## config.mk

```make
export PLATFORM = sky130hd
export DESIGN_NAME = aos_cfg_fifo
export DESIGN_NICKNAME = d
export VERILOG_FILES = /design/src/rtl/aos_cfg_fifo.sv
export SDC_FILE = /design/constraint.sdc
export NUM_CORES = 1
export LEC_CHECK = 0
export ABC_AREA = 1
export CORE_MARGIN = 2
export CORE_UTILIZATION = 49
export CTS_CLUSTER_DIAMETER = 50
export DETAILED_ROUTE_END_ITERATION = 6
export PLACE_DENSITY = 0.83
export REMOVE_ABC_BUFFERS = 1
export SYNTH_ARGS = -nofsm -noshare
export SYNTH_HDL_FRONTEND = slang
export SYNTH_SLANG_ARGS = --single-unit
export TNS_END_PERCENT = 50
```

## constraint.sdc

```tcl
create_clock -name clk -period 8.18 [get_ports clk]
set_input_delay 1.227 -clock clk [delete_from_list [all_inputs] [get_ports clk]]
set_output_delay 1.227 -clock clk [all_outputs]
set_load 0.02 [all_outputs]
```

## src/rtl/aos_cfg_fifo.sv

```systemverilog
// Parametrised buffer FIFO: selectable FWFT or registered read, any depth >= 2, status flags, sticky errors.
// Latency: enqueue visible at the head 1 cycle after the write edge; registered-read data 1 cycle after deq_en.
// Backpressure: enq_en while full is dropped (overflow), deq_en while empty is ignored (underflow); both are sticky.
// Ports: clk/rst (sync, active-high); enq_en/enq_data in, full/almost_full out; deq_en in,
//        deq_data/deq_valid/empty/almost_empty out; count = array occupancy; overflow/underflow sticky, clear_err clears.
module aos_cfg_fifo #(
  parameter int WIDTH     = 64,
  parameter int DEPTH     = 2,
  parameter int FIFO_TYPE = 0,
  parameter int AF_THRESH = DEPTH - 1,
  parameter int AE_THRESH = 1,
  parameter int CW        = $clog2(DEPTH + 1)
) (
  input  logic             clk,
  input  logic             rst,
  input  logic             enq_en,
  input  logic [WIDTH-1:0] enq_data,
  output logic             full,
  output logic             almost_full,
  input  logic             deq_en,
  output logic [WIDTH-1:0] deq_data,
  output logic             deq_valid,
  output logic             empty,
  output logic             almost_empty,
  output logic [CW-1:0]    count,
  output logic             overflow,
  output logic             underflow,
  input  logic             clear_err
);

  localparam int PW = (DEPTH > 1) ? $clog2(DEPTH) : 1;

  logic [WIDTH-1:0] mem [DEPTH];

  logic [PW-1:0] wr_ptr_q, wr_ptr_d;
  logic [PW-1:0] rd_ptr_q, rd_ptr_d;
  logic [CW-1:0] count_q, count_d;
  logic          overflow_q, overflow_d;
  logic          underflow_q, underflow_d;
  logic          enq_acc, deq_acc;

  // Explicit wrap at DEPTH-1 so non-power-of-two depths never walk off the array.
  function automatic logic [PW-1:0] ptr_inc(input logic [PW-1:0] p);
    return (p == PW'(DEPTH - 1)) ? '0 : p + PW'(1);
  endfunction

  // Status is a pure decode of the registered occupancy.
  assign full         = (count_q == CW'(DEPTH));
  assign empty        = (count_q == '0);
  assign almost_full  = (count_q >= CW'(AF_THRESH));
  assign almost_empty = (count_q <= CW'(AE_THRESH));
  assign count        = count_q;
  assign overflow     = overflow_q;
  assign underflow    = underflow_q;

  // Acceptance uses the pre-edge state only: a same-cycle dequeue never frees
  // room for an enqueue, and a same-cycle enqueue never feeds a dequeue.
  assign enq_acc = enq_en && !full;
  assign deq_acc = deq_en && !empty;

  always_comb begin
    wr_ptr_d    = wr_ptr_q;
    rd_ptr_d    = rd_ptr_q;
    count_d     = count_q;
    overflow_d  = overflow_q;
    underflow_d = underflow_q;

    if (enq_acc) wr_ptr_d = ptr_inc(wr_ptr_q);
    if (deq_acc) rd_ptr_d = ptr_inc(rd_ptr_q);

    if (enq_acc && !deq_acc)      count_d = count_q + CW'(1);
    else if (deq_acc && !enq_acc) count_d = count_q - CW'(1);

    // A new error event in the same cycle as clear_err leaves the flag set.
    if (clear_err) begin
      overflow_d  = 1'b0;
      underflow_d = 1'b0;
    end
    if (enq_en && full)  overflow_d  = 1'b1;
    if (deq_en && empty) underflow_d = 1'b1;
  end

  always_ff @(posedge clk) begin
    if (rst) begin
      wr_ptr_q    <= '0;
      rd_ptr_q    <= '0;
      count_q     <= '0;
      overflow_q  <= 1'b0;
      underflow_q <= 1'b0;
    end else begin
      wr_ptr_q    <= wr_ptr_d;
      rd_ptr_q    <= rd_ptr_d;
      count_q     <= count_d;
      overflow_q  <= overflow_d;
      underflow_q <= underflow_d;
    end
  end

  // Storage carries no reset; writes are suppressed in the reset cycle.
  always_ff @(posedge clk) begin
    if (!rst && enq_acc) mem[wr_ptr_q] <= enq_data;
  end

  if (FIFO_TYPE == 0) begin : g_fwft
    assign deq_data  = mem[rd_ptr_q];
    assign deq_valid = !empty;
  end else if (FIFO_TYPE == 1) begin : g_reg
    logic [WIDTH-1:0] deq_data_q, deq_data_d;
    logic             deq_valid_q, deq_valid_d;

    // Output register holds its last value between reads; valid is a one-cycle pulse per read.
    always_comb begin
      deq_data_d  = deq_data_q;
      deq_valid_d = deq_acc;
      if (deq_acc) deq_data_d = mem[rd_ptr_q];
    end

    always_ff @(posedge clk) begin
      if (rst) begin
        deq_data_q  <= '0;
        deq_valid_q <= 1'b0;
      end else begin
        deq_data_q  <= deq_data_d;
        deq_valid_q <= deq_valid_d;
      end
    end

    assign deq_data  = deq_data_q;
    assign deq_valid = deq_valid_q;
  end else begin : g_bad_type
    $error("aos_cfg_fifo: FIFO_TYPE must be 0 (FWFT) or 1 (registered read)");
    assign deq_data  = '0;
    assign deq_valid = 1'b0;
  end

endmodule

```

=== Word level (Yosys, flattened, before mapping) ===
Memory sizes are Yosys's and may differ from the RTL's. A register that Yosys moved wholly into a read port is not among the register bits.
Cells that the tools add are included.

* Flip-flop bits (word level): 6
* Memory bits (writable): 128
* Output and inout bits: 73
* Memories: 1

* Add/sub/neg operators: 4
* Order comparisons: 2
* Eq/ne operators: 1
* Muxes and demuxes: 11
* Reductions and logical operators: 16

{| class="wikitable"
|+ Memories
! name !! words !! bits a word !! rd ports !! clocked after Yosys merged registers in !! wr ports !! RTL line !! source
|-
| mem || 2 || 64 || 1 || 1 || 1 || 33 || <nowiki>logic [WIDTH-1:0] mem [DEPTH];</nowiki>
|}

{| class="wikitable"
|+ Operators with widths
! operator !! count
|-
| 2-to-1 mux 1 bit || 9
|-
| logical AND 1 bit || 7
|-
| nonzero test 2 bit || 3
|-
| logical NOT 1 bit || 5
|-
| 2-to-1 mux 2 bit || 2
|-
| adder 1 bit, second input constant || 2
|-
| adder 2 x 1 -> 2 bit, second input constant || 1
|-
| equality test 2 bit, second input constant || 1
|-
| >= comparator 2 x 1 -> 1 bit, second input constant || 1
|-
| <= comparator 2 x 1 -> 1 bit, second input constant || 1
|-
| logical NOT 2 bit || 1
|-
| subtractor 2 x 1 -> 2 bit, second input constant || 1
|}

=== Depth between registers and ports, before layout ===
* Depth in word-level cells: 7
* Gate-level depth with buffers: 11
* Mapped depth without buffers: 11

=== Least setup slack after synthesis ===
OpenSTA, ideal clock, no wires.

* Path type: input-to-reg
* From: in enq_en
* To: mem mem[1][0] (enable)
* Setup time: 565 ps
* Arrival time: 5678 ps
* Data required time: 7615 ps
* Setup slack: 1938 ps
* Cell stages on the path: 2
* Path buffers: 0
* Cell sequence: nand2_1 nor3_1

* Cells in the longest elaborated chain, start to end: 4

{| class="wikitable"
|+ RTL lines
! item !! RTL line !! source
|-
| from (decl) || 16 || <nowiki>input logic enq_en,</nowiki>
|-
| logical AND 1 bit || 58 || <nowiki>assign enq_acc = enq_en && !full;</nowiki>
|-
| logical AND 1 bit || 101 || <nowiki>if (!rst && enq_acc) mem[wr_ptr_q] <= enq_data;</nowiki>
|-
| 2-to-1 mux 1 bit || 101 ||
|-
| 2-to-1 mux 1 bit (implied by the code) || 101 ||
|-
| to (decl) || 33 ||
|}

No other way between the ends.

==> impl_metrics.toml <==
[synth]
syn_inst = 386
synth-seq-cells = 135
syn-mean-instance-area_um2 = 14.1
ys_warn_count = 0
ys_types = 17
syn-cell-area_um2 = 5460
ys_seq_area_share_pct = 73.0

[clocking]
cts_tree = "done"
cts_buffer_depth = 2
clock_sinks = 135
cts.repair.resized = 0
cts_setup_buffers = 0
numCtsBuffers = 17
cts_root_buf = "clkbuf_8"
holdBufCountCts = 0
path_clk_slew_ns = 0.06
clk_latency_ns = 0.50
htreeDepth = 4

[cells_and_area]
design_area_um2 = 7500
drive_above_1_share_pct = 18.4
nets = 610
final_cell_mix = "141 x clkdlybuf4s50_1, 128 x edfxtp_1, 77 x inv_1"
diodes = 0
multiInputGateArea_um2 = 1000
area_delta_synth_final_pct = 37.4
mostFrequentLayoutCell = "clkdlybuf4s50_1"
fill_cells = 759
regArea_um2 = 3990

[floorplan]
die_h_um = 110
start_util_pct = 50.4
boundaryPins = 142
die_area_um2 = 12000
core_area_um2 = 10800
rows = 38
die_w_um = 110

[worst_setup_path]
required_ns = 6.95
cp-start-kind = "flop"
critPathCaptureType = "output pin"
path_class = "reg -> out"
worstPathMaxFanout = 72
critPathArrivalTime_ns = 3.11

[sta]
worst_slew_pin_slew_ns = 0.921
setup_viol = 0
slew_headroom_pct = 38.6
hold_ws_ns = 0.468
setup_tns_ns = 0
skew_ns = 0.00819
max_freq_mhz = 231
slew_violations = 0
finalCriticalPeriod_ns = 4.33
rsz0062_at_grt = "no"
hold_viol = 0
period_share_pct = 53.0

[detailed_routing]
initialDrtViolationCount = 159
drcViolationCount = 0
ant_nets = 0
wl_per_cell_um = 14.4
vias = 3283
drt_pre_antenna_iters = 4
via_per_inst = 4.76
wl_um = 9890

[global_route]
grt_max_degree = 73
grt_usage_pct = 16.9
grt_pass1_vias = 3377
gr-total-overflow = 0
grt_pass1_wl_um = 15000
antenna_found_initial = 0

[placement]
gp_congestion = 0.708
placed_cell_area_um2 = 6900
io_buffers = 141
hpwl_um = 6630

[job]
drv_cap = 0

[power]
ir_worst_vdd_v = 0.000200
p_leak_nw = 2.82
powerDensity_nw_per_um2 = 311

[min_path]
min_path_type = "reg -> reg"

[run_status]
outcome = "finished clean"
-- metal layers --
| layer | global-route usage (%) | vias to the layer above | part of all wire (%) | wire, um |
|---|---|---|---|---|
| met1 | 18.3 | 1535 | 38 | 3780 |
| met3 | 5.16 | 24 | 6.4 | 635 |
| met2 | 29.5 | 109 | 52 | 5190 |
| met4 | 9.58 | 0 | 2.9 | 285 |
| li1 | - | 1615 | - | - |
| met5 | 0 | - | 0 | 0 |
-- cell type report --
cell class | count | share of cell area [%]
Timing Repair Buffer | 145 | 19.2
Sequential cell | 135 | 53.1
Inverter | 77 | 3.85
Multi-Input combinational cell | 160 | 13.4
Clock inverter | 11 | 2.38
Tap cell | 140 | 2.33
Clock buffer | 21 | 5.72
-- where the power goes --
group	switching, mW	internal [mW]
combinational	0.372	0.308
clock	0.252	0.521
sequential	0.0493	0.832
-- registers in the layout, indices dropped and copies added (netlist names), named ones only --
name / cells
rd_ptr_q: 1
count: 2
mem: 128
underflow: 1
wr_ptr_q: 1
overflow: 1
-- per-stage QoR --
step | utilization (%) | power (mW) | cells | setup WS, ns
final | 69.2 | 2.34 | 689 | 3.85
after floorplan | - | 1.28 | 372 | 1.94
after global routing | 69.2 | 2.44 | 689 | 3.57
after detailed placement | 63.6 | 1.58 | 657 | 4.33
after CTS | 69.2 | 2.36 | 689 | 3.77
after global placement | 63.6 | 1.56 | 657 | 4.40
-- cells by family (layout without fill, tap and decap cells) --
group / Yosys count / count (layout) / synth area share [%]
and+or+nand+nor: 85 / 85 / 6.16
adders and majority gates: 5 / 5 / 1.15
AOI/OAI and AO/OA: 70 / 70 / 10.8
DFF: 135 / 135 / 73.0
buffers and inverters: 91 / 254 / 8.91
-- cells in the mapped netlist, drive strengths merged --
cell,n,area share (%)
clkbuf,1,0.25
inv,77,5.3
nand2,77,5.5
nor3,1,0.092
edfxtp,128,70
or2,1,0.11
buf,13,3.4
dfxtp,7,2.6
a21oi,5,0.46
nand3,3,0.27
ha,5,1.1
nor2,3,0.21
o21ai,65,10
-- path summary, 6_finish.rpt --
path	end	cells past startpoint	startpoint	slack, ns
hold reg to reg	underflow	2	underflow	0.47
hold / removal	underflow	2	underflow	0.47
setup / recovery	deq_data[3]	4	flop	3.85
setup reg to reg	mem[0][9]	6	count[0]	5.54
-- worst max-delay path, stage by stage, from the launching register on --
cell,delay (ns)
dfxtp_4,0.83
buf_4,0.84
nand2_1,0.15
o21ai_2,0.12
clkdlybuf4s50_1,0.62
Power figures use the tool's default switching activity.
